--- src/rtl/alu_ctrl_pkg.sv ---
// Shared constants for the accumulator CPU: opcode, ALU operation and
// controller state codes, plus the bundle of control strobes.
package alu_ctrl_pkg;

  localparam int OPC_WIDTH = 3;

  typedef enum logic [2:0] {
    OP_LDA = 3'd0,
    OP_STA = 3'd1,
    OP_ADD = 3'd2,
    OP_SUB = 3'd3,
    OP_AND = 3'd4,
    OP_NOT = 3'd5,
    OP_JMP = 3'd6,
    OP_JZ  = 3'd7
  } opcode_e;

  localparam logic [1:0] ALU_ADD = 2'b00;
  localparam logic [1:0] ALU_SUB = 2'b01;
  localparam logic [1:0] ALU_AND = 2'b10;
  localparam logic [1:0] ALU_NOT = 2'b11;

  localparam logic [1:0] SRCB_MDR = 2'b00;
  localparam logic [1:0] SRCB_ONE = 2'b01;

  typedef enum logic [2:0] {
    S_FETCH  = 3'd0,
    S_DECODE = 3'd1,
    S_MEM_RD = 3'd2,
    S_EXEC   = 3'd3,
    S_MEM_WR = 3'd4
  } state_e;

  typedef struct packed {
    logic       mem_read;
    logic       mem_write;
    logic       iord;
    logic       ir_write;
    logic       pc_write;
    logic       acc_write;
    logic       z_write;
    logic       pc_src;
    logic       alu_src_a;
    logic [1:0] alu_src_b;
    logic [1:0] alu_op;
    logic       acc_src;
  } ctrl_t;

endpackage

--- src/rtl/alu_ctrl_fsm_alu_op_decode.sv ---
// Maps an instruction opcode to the ALU operation it needs in EXEC.
module alu_op_decode
  import alu_ctrl_pkg::*;
(
  input  opcode_e    opcode,
  output logic [1:0] alu_op
);

  // LDA passes MDR through the adder path; non-EXEC opcodes default to add.
  always_comb begin
    alu_op = ALU_ADD;
    case (opcode)
      OP_SUB:  alu_op = ALU_SUB;
      OP_AND:  alu_op = ALU_AND;
      OP_NOT:  alu_op = ALU_NOT;
      default: alu_op = ALU_ADD;
    endcase
  end

endmodule

--- src/rtl/alu_ctrl_fsm.sv ---
// Multi-cycle control FSM for a single-accumulator CPU: fetch, decode,
// optional memory access, execute. Strobes are combinational from state.
module alu_ctrl_fsm
  import alu_ctrl_pkg::*;
#(
  parameter int OPC_W = OPC_WIDTH
) (
  input  logic             clk,
  input  logic             rst,
  input  logic [OPC_W-1:0] opcode,
  input  logic             zero_flag,
  input  logic             mem_ready,
  output logic             mem_read,
  output logic             mem_write,
  output logic             iord,
  output logic             ir_write,
  output logic             pc_write,
  output logic             acc_write,
  output logic             z_write,
  output logic             pc_src,
  output logic             alu_src_a,
  output logic [1:0]       alu_src_b,
  output logic [1:0]       alu_op,
  output logic             acc_src,
  output logic [2:0]       state_o
);

  state_e     state_q, state_d;
  opcode_e    opc;
  logic [1:0] exec_alu_op;
  ctrl_t      ctrl;

  assign opc = opcode_e'(opcode);

  alu_op_decode u_alu_op_decode (
    .opcode (opc),
    .alu_op (exec_alu_op)
  );

  always_ff @(posedge clk or posedge rst) begin
    if (rst) state_q <= S_FETCH;
    else     state_q <= state_d;
  end

  always_comb begin
    state_d = state_q;
    case (state_q)
      S_FETCH:  if (mem_ready) state_d = S_DECODE;
      S_DECODE: begin
        case (opc)
          OP_JMP, OP_JZ: state_d = S_FETCH;
          OP_NOT:        state_d = S_EXEC;
          OP_STA:        state_d = S_MEM_WR;
          default:       state_d = S_MEM_RD;
        endcase
      end
      S_MEM_RD: if (mem_ready) state_d = S_EXEC;
      S_EXEC:   state_d = S_FETCH;
      S_MEM_WR: if (mem_ready) state_d = S_FETCH;
      default:  state_d = S_FETCH;
    endcase
  end

  // Reset gates every strobe so an instruction in flight is abandoned at once.
  always_comb begin
    ctrl = '0;
    if (!rst) begin
      case (state_q)
        S_FETCH: begin
          ctrl.mem_read = 1'b1;
          if (mem_ready) begin
            ctrl.ir_write  = 1'b1;
            ctrl.pc_write  = 1'b1;
            ctrl.alu_src_b = SRCB_ONE;
            ctrl.alu_op    = ALU_ADD;
          end
        end
        S_DECODE: begin
          case (opc)
            OP_JMP: begin
              ctrl.pc_write = 1'b1;
              ctrl.pc_src   = 1'b1;
            end
            OP_JZ: begin
              ctrl.pc_write = zero_flag;
              ctrl.pc_src   = 1'b1;
            end
            default: ;
          endcase
        end
        S_MEM_RD: begin
          ctrl.mem_read = 1'b1;
          ctrl.iord     = 1'b1;
        end
        S_EXEC: begin
          ctrl.acc_write = 1'b1;
          ctrl.z_write   = 1'b1;
          ctrl.alu_src_a = 1'b1;
          ctrl.alu_src_b = SRCB_MDR;
          ctrl.alu_op    = exec_alu_op;
          ctrl.acc_src   = (opc == OP_LDA);
        end
        S_MEM_WR: begin
          ctrl.mem_write = 1'b1;
          ctrl.iord      = 1'b1;
        end
        default: ;
      endcase
    end
  end

  assign mem_read  = ctrl.mem_read;
  assign mem_write = ctrl.mem_write;
  assign iord      = ctrl.iord;
  assign ir_write  = ctrl.ir_write;
  assign pc_write  = ctrl.pc_write;
  assign acc_write = ctrl.acc_write;
  assign z_write   = ctrl.z_write;
  assign pc_src    = ctrl.pc_src;
  assign alu_src_a = ctrl.alu_src_a;
  assign alu_src_b = ctrl.alu_src_b;
  assign alu_op    = ctrl.alu_op;
  assign acc_src   = ctrl.acc_src;
  assign state_o   = state_q;

endmodule

--- config.mk ---
export PLATFORM = sky130hd
export DESIGN_NAME = alu_ctrl_fsm
export DESIGN_NICKNAME = d
export VERILOG_FILES = /design/src/rtl/alu_ctrl_pkg.sv /design/src/rtl/alu_ctrl_fsm_alu_op_decode.sv /design/src/rtl/alu_ctrl_fsm.sv
export SDC_FILE = /design/constraint.sdc
export NUM_CORES = 1
export LEC_CHECK = 0
export CAP_MARGIN = 20
export CELL_PAD_IN_SITES_DETAIL_PLACEMENT = 1
export CELL_PAD_IN_SITES_GLOBAL_PLACEMENT = 1
export CORE_MARGIN = 2
export CORE_UTILIZATION = 22
export DETAILED_ROUTE_END_ITERATION = 7
export GPL_TIMING_DRIVEN = 0
export PLACE_DENSITY_LB_ADDON = 0.1
export RECOVER_POWER = 25
export SYNTH_ARGS = -nofsm -noshare
export SYNTH_HDL_FRONTEND = slang
export SYNTH_SLANG_ARGS = --single-unit
--- constraint.sdc ---
create_clock -name clk -period 2.8 [get_ports clk]
set_clock_uncertainty 0.05 [all_clocks]
set_input_delay 0.56 -clock clk [delete_from_list [all_inputs] [get_ports clk]]
set_output_delay 0.56 -clock clk [all_outputs]
set_load 0.02 [all_outputs]
---- Word-level counts from Yosys, hierarchy flattened ----
Index checks and enable logic that the tools add are counted.
cells by class
  equal/unequal tests ..................... 13
  muxes and demuxes ....................... 21
  reduce and logical (&&, ||, !) cells .... 6
operator list
  kind                  number
  $eq A3 B3 Y1 const B  5
  $mux W14              1
  $mux W3               4
  $pmux W3 S4           1
  $eq A3 B2 Y1 const B  3
  $pmux W3 S3           1
  $mux W1               8
  $pmux W4 S2           1
  $eq A3 B1 Y1 const B  2
  $logic_not A3 Y1      2
  $ne A2 B2 Y1 const B  3
  $pmux W2 S3           1
  $reduce_or A2 Y1      3
  $mux W2               2
  $pmux W1 S2           2
  $reduce_and A3 Y1     1
word-level totals
  register bits ........................... 3
  input port bits ......................... 7
  output and inout port bits .............. 17
  logic and storage cells ................. 41

---- Depth between registers and ports, before layout ----
  depth in word-level cells ............... 5
  depth in mapped cells ................... 5
  depth with buffers taken out ............ 4

---- Hierarchy ----
From an unflattened synthesis, not the netlist that was laid out.
second synthesis, totals
  cell total of the unflattened synthesis .. 43
  area, all modules ....................... 357.8 sq um
by module, submodules not included
  module         times used  cells each  area each (sq um)  seq. area each (sq um)
  alu_ctrl_fsm   1           40          330.3              75.1
  alu_op_decode  1           3           27.5               0.0

---- Least setup slack after synthesis ----
No wires, ideal clock.
  path type ............................... reg2out
  start point ............................. register state_q[2], in the netlist state_o[2]
  end point ............................... output acc_src
  data arrival time ....................... 1.447 ns
  required time ........................... 2.190 ns
  slack ................................... 0.743 ns
  cell stages (with the launch flop) ...... 5
  buffers on the path ..................... 1
  cell sequence ........................... dfrtp_1 buf_6 nor2_1 nand3_1 nor4_1
on the way
  cells in the longest elaborated chain, start to end .. 3
RTL lines
  element                 line                text
  start, declared         alu_ctrl_fsm.sv:28  state_e state_q, state_d;
  start signal, assigned  alu_ctrl_fsm.sv:42  else state_q <= state_d;
  $eq A3 B2 Y1            alu_ctrl_fsm.sv:68  case (state_q)
  $mux W1                 alu_ctrl_fsm.sv:68
  $mux W14                alu_ctrl_fsm.sv:67  if (!rst) begin
  end, declared           alu_ctrl_fsm.sv:24  output logic acc_src,
Every way passes these cells.

---- Worst setup path in the final report ----
  start point ............................. input opcode[1]
  end point ............................... output pc_write
on the way
  cells in the longest elaborated chain, start to end .. 4
  elaborated cells on any way between the ends .. 5
  classes of those cells .................. eq/ne: 2; mux: 3
RTL lines
  element          line                text
  start, declared  alu_ctrl_fsm.sv:10  input logic [OPC_W-1:0] opcode,
  $eq A3 B3 Y1     alu_ctrl_fsm.sv:79  case (opc)
  $pmux W1 S2 *    alu_ctrl_fsm.sv:79
  $pmux W1 S2 *    alu_ctrl_fsm.sv:68
  $mux W14 *       alu_ctrl_fsm.sv:67
  end, declared    alu_ctrl_fsm.sv:17  output logic pc_write,
Every way passes the cells marked *; elsewhere a longest branch is shown, timed or not.

==> impl_metrics.ini <==
[global_route]
maximum_number_of_pins_on_one_net_before_global_route_repair = 11
grtUsageTotal_pct = 12.2
grt-ovfl-total = 0
first_global_vias = 390
antenna_found_initial = 0
grt_pass1_wl_um = 1700

[worst_setup_path]
startpoint = opcode[1]
timing.rr.start = state_o[1]
cp-endpoint = pc_write
worst_ep_arrival_time_ns = 2.00
register_to_register_setup_slack_ns = 1.69
crit_required_ns = 2.19
crit-reg2reg-capture = state_o[0]
cp-start-kind = primary input
end_kind = output port
cp_max_fo = 6
r2r.worst_path.cells = 4
crit_type = primary input to output port

[place]
dp_cells = 78
buffer_ports.inserted = 22
place_area_sq_um = 566
routabilityCongestion = 0.681

[power]
totalPowerFinal_w = 0.000305
power.leakage_nw = 0.303
worst_ir_drop_vdd_uv = 257
p_per_area_nw_per_um2 = 520

[cts]
root_buffer = sky130_fd_sc_hd__clkbuf_4
postCtsSetupBuffers = 0
cts.reportedPaths.clkPinSlew_ns = 0.04
worstSkewPairLatency_ns = 0.23
clock_path_buffers = 2
tritoncts.num_buffers = 3
ctsHtreeMaxLevel = 1
cts.hold.buffers_added = 0
numClockSinks = 3
tritoncts = done

[routing]
num_vias = 382
vias_per_cell = 4.66
wire_per_inst_um = 11.3
route.final.wire_length_um = 928
ant_nets = 0
drcViolationCount = 0
dr.first_iter.drc_count = 1
first_pass_iters = 2

[min_path]
hp-class = primary input to async pin

[layout]
antenna_cells = 0
top_library_cells_by_usage_in_the_layout_fill_and_taps_aside = 14 x sky130_fd_sc_hd__clkdlybuf4s50_1, 6 x sky130_fd_sc_hd__dlygate4sd2_1, 5 x sky130_fd_sc_hd__nor2_1
finish.net_count = 75
multi_input_comb_area_sq_um = 200
syn2layout_area_growth_pct = 79.7
filler_cell_count = 182
drive_above_1_share_pct = 16.4
sequential_cell_area_in_the_final_layout_sq_um = 75.1
layout.cells.most_common = sky130_fd_sc_hd__clkdlybuf4s50_1
instances_no_fill = 82
max_ffs_per_register = 3
stdcell_area_sq_um = 587

[synthesis]
syn_area_sq_um = 327
synth_seq_area_share_pct = 23.0
dominantRegCellSynth = sky130_fd_sc_hd__dfrtp_1
yosys.cell_types.count = 26
synth.ff_latch_count = 3
synth_enable_flop_cells = 0
synth_async_sr_flop_share_pct = 100
synthesized_netlist_cell_count = 41
yosysWarnings = 0
syn_area_per_cell_sq_um = 7.96
syn-num-nets = 48

[sta]
achievable-frequency_ghz = 0.383
rsz_0062_raised_after_global_routing = no
final-setup-viol-count = 0
final_report_max_slew_violation_count = 0
finalCritPeriodShare_pct = 93.2
hold_violations = 0
layout_min_cycle_time_ns = 2.61

[floorplanning]
io_pins = 24
fp.dieW_um = 42.5
dieArea_sq_um = 1810
die_height_um = 42.5
row_count = 13
initial_cell_density_of_the_core_pct = 24.2
placeableCoreArea_sq_um = 1350

[flow_run]
max-cap-violations = 0

[outcome]
status = finished, final reports clean
## Yosys cell counts, types with 2 or more instances
master                     n  area (sq um)
sky130_fd_sc_hd__nor2_1    5          18.8
sky130_fd_sc_hd__nor3_1    2          10.0
sky130_fd_sc_hd__inv_1     2          7.51
sky130_fd_sc_hd__and3_1    3          18.8
sky130_fd_sc_hd__buf_2     2          10.0
sky130_fd_sc_hd__dfrtp_1   3          75.1
sky130_fd_sc_hd__buf_4     3          22.5
sky130_fd_sc_hd__nand2b_1  3          18.8
## logic make-up after synthesis
family,Yosys count,share of synthesized area (%)
muxes,1,3.07
and+or+nand+nor,23,44.8
DFF,3,23.0
xor gates and xnor gates,2,5.36
buffers and inverters,8,15.7
other,1,1.15
AOI/OAI and AO/OA,3,6.90
## routing by layer
| metal | vias to the layer above | global-route usage (%) | part of all wire (%) |
|---|---|---|---|
| li1 | 189 | - | - |
| met1 | 172 | 15.9 | 47 |
| met2 | 19 | 18.2 | 44 |
| met3 | 2 | 2.59 | 8.0 |
| met4 | 0 | 7.50 | 0.86 |
| met5 | - | 0 | 0 |
## worst min path at each step
| stage | cells past startpoint | slack [ns] | end | startpoint |
|---|---|---|---|---|
| floorplan | 1 | 0.26 | state_o[0] | rst |
| global route | 2 | 0.42 | state_o[1] | rst |
| global placement | 2 | 0.52 | state_o[1] | state_o[2] |
| CTS | 2 | 0.38 | state_o[0] | rst |
| finish | 2 | 0.38 | state_o[0] | rst |
| detailed placement | 2 | 0.53 | state_o[1] | state_o[2] |
## where the power goes
group	switching, W	internal [W]	total, W
Combinational	0.0000903	0.0000816	0.000172
Clock	0.0000236	0.0000535	0.0000771
Sequential	0.00000421	0.0000521	0.0000563
Total	0.000118	0.000187	0.000305
## per-stage QoR
step	hold slack (ns)	TNS (ns)	setup WS [ns]	util (%)
after global placement	0.525	-0.147	-0.0913	41.9
final	0.382	0	0.189	43.5
after floorplan	0.264	0	0.743	-
after detailed placement	0.531	-0.190	-0.0990	41.9
after CTS	0.383	0	0.0289	43.3
after global routing	0.419	0	0.0756	43.5
## final cells by class
class	instances	area share [%]
buffer	6	7.46
clock buffer	4	4.48
inverter	2	1.28
multi-input combinational	30	34.1
sequential	3	12.8
tap	15	3.20
timing repair buffer	22	36.7
## worst max-delay path, stage by stage
cell and delay (ns):
sky130_fd_sc_hd__clkdlybuf4s50_1 0.57, sky130_fd_sc_hd__nand2_1 0.10, sky130_fd_sc_hd__and4bb_1 0.30, sky130_fd_sc_hd__a31o_1 0.14, sky130_fd_sc_hd__dlygate4sd2_1 0.33
## timing repair
action / CTS / global route
pin swaps: 0 / 0
endpoints found under the setup margin: 6 / 1
gates resized for setup: 6 / 1
Power figures use the tool's default switching activity.
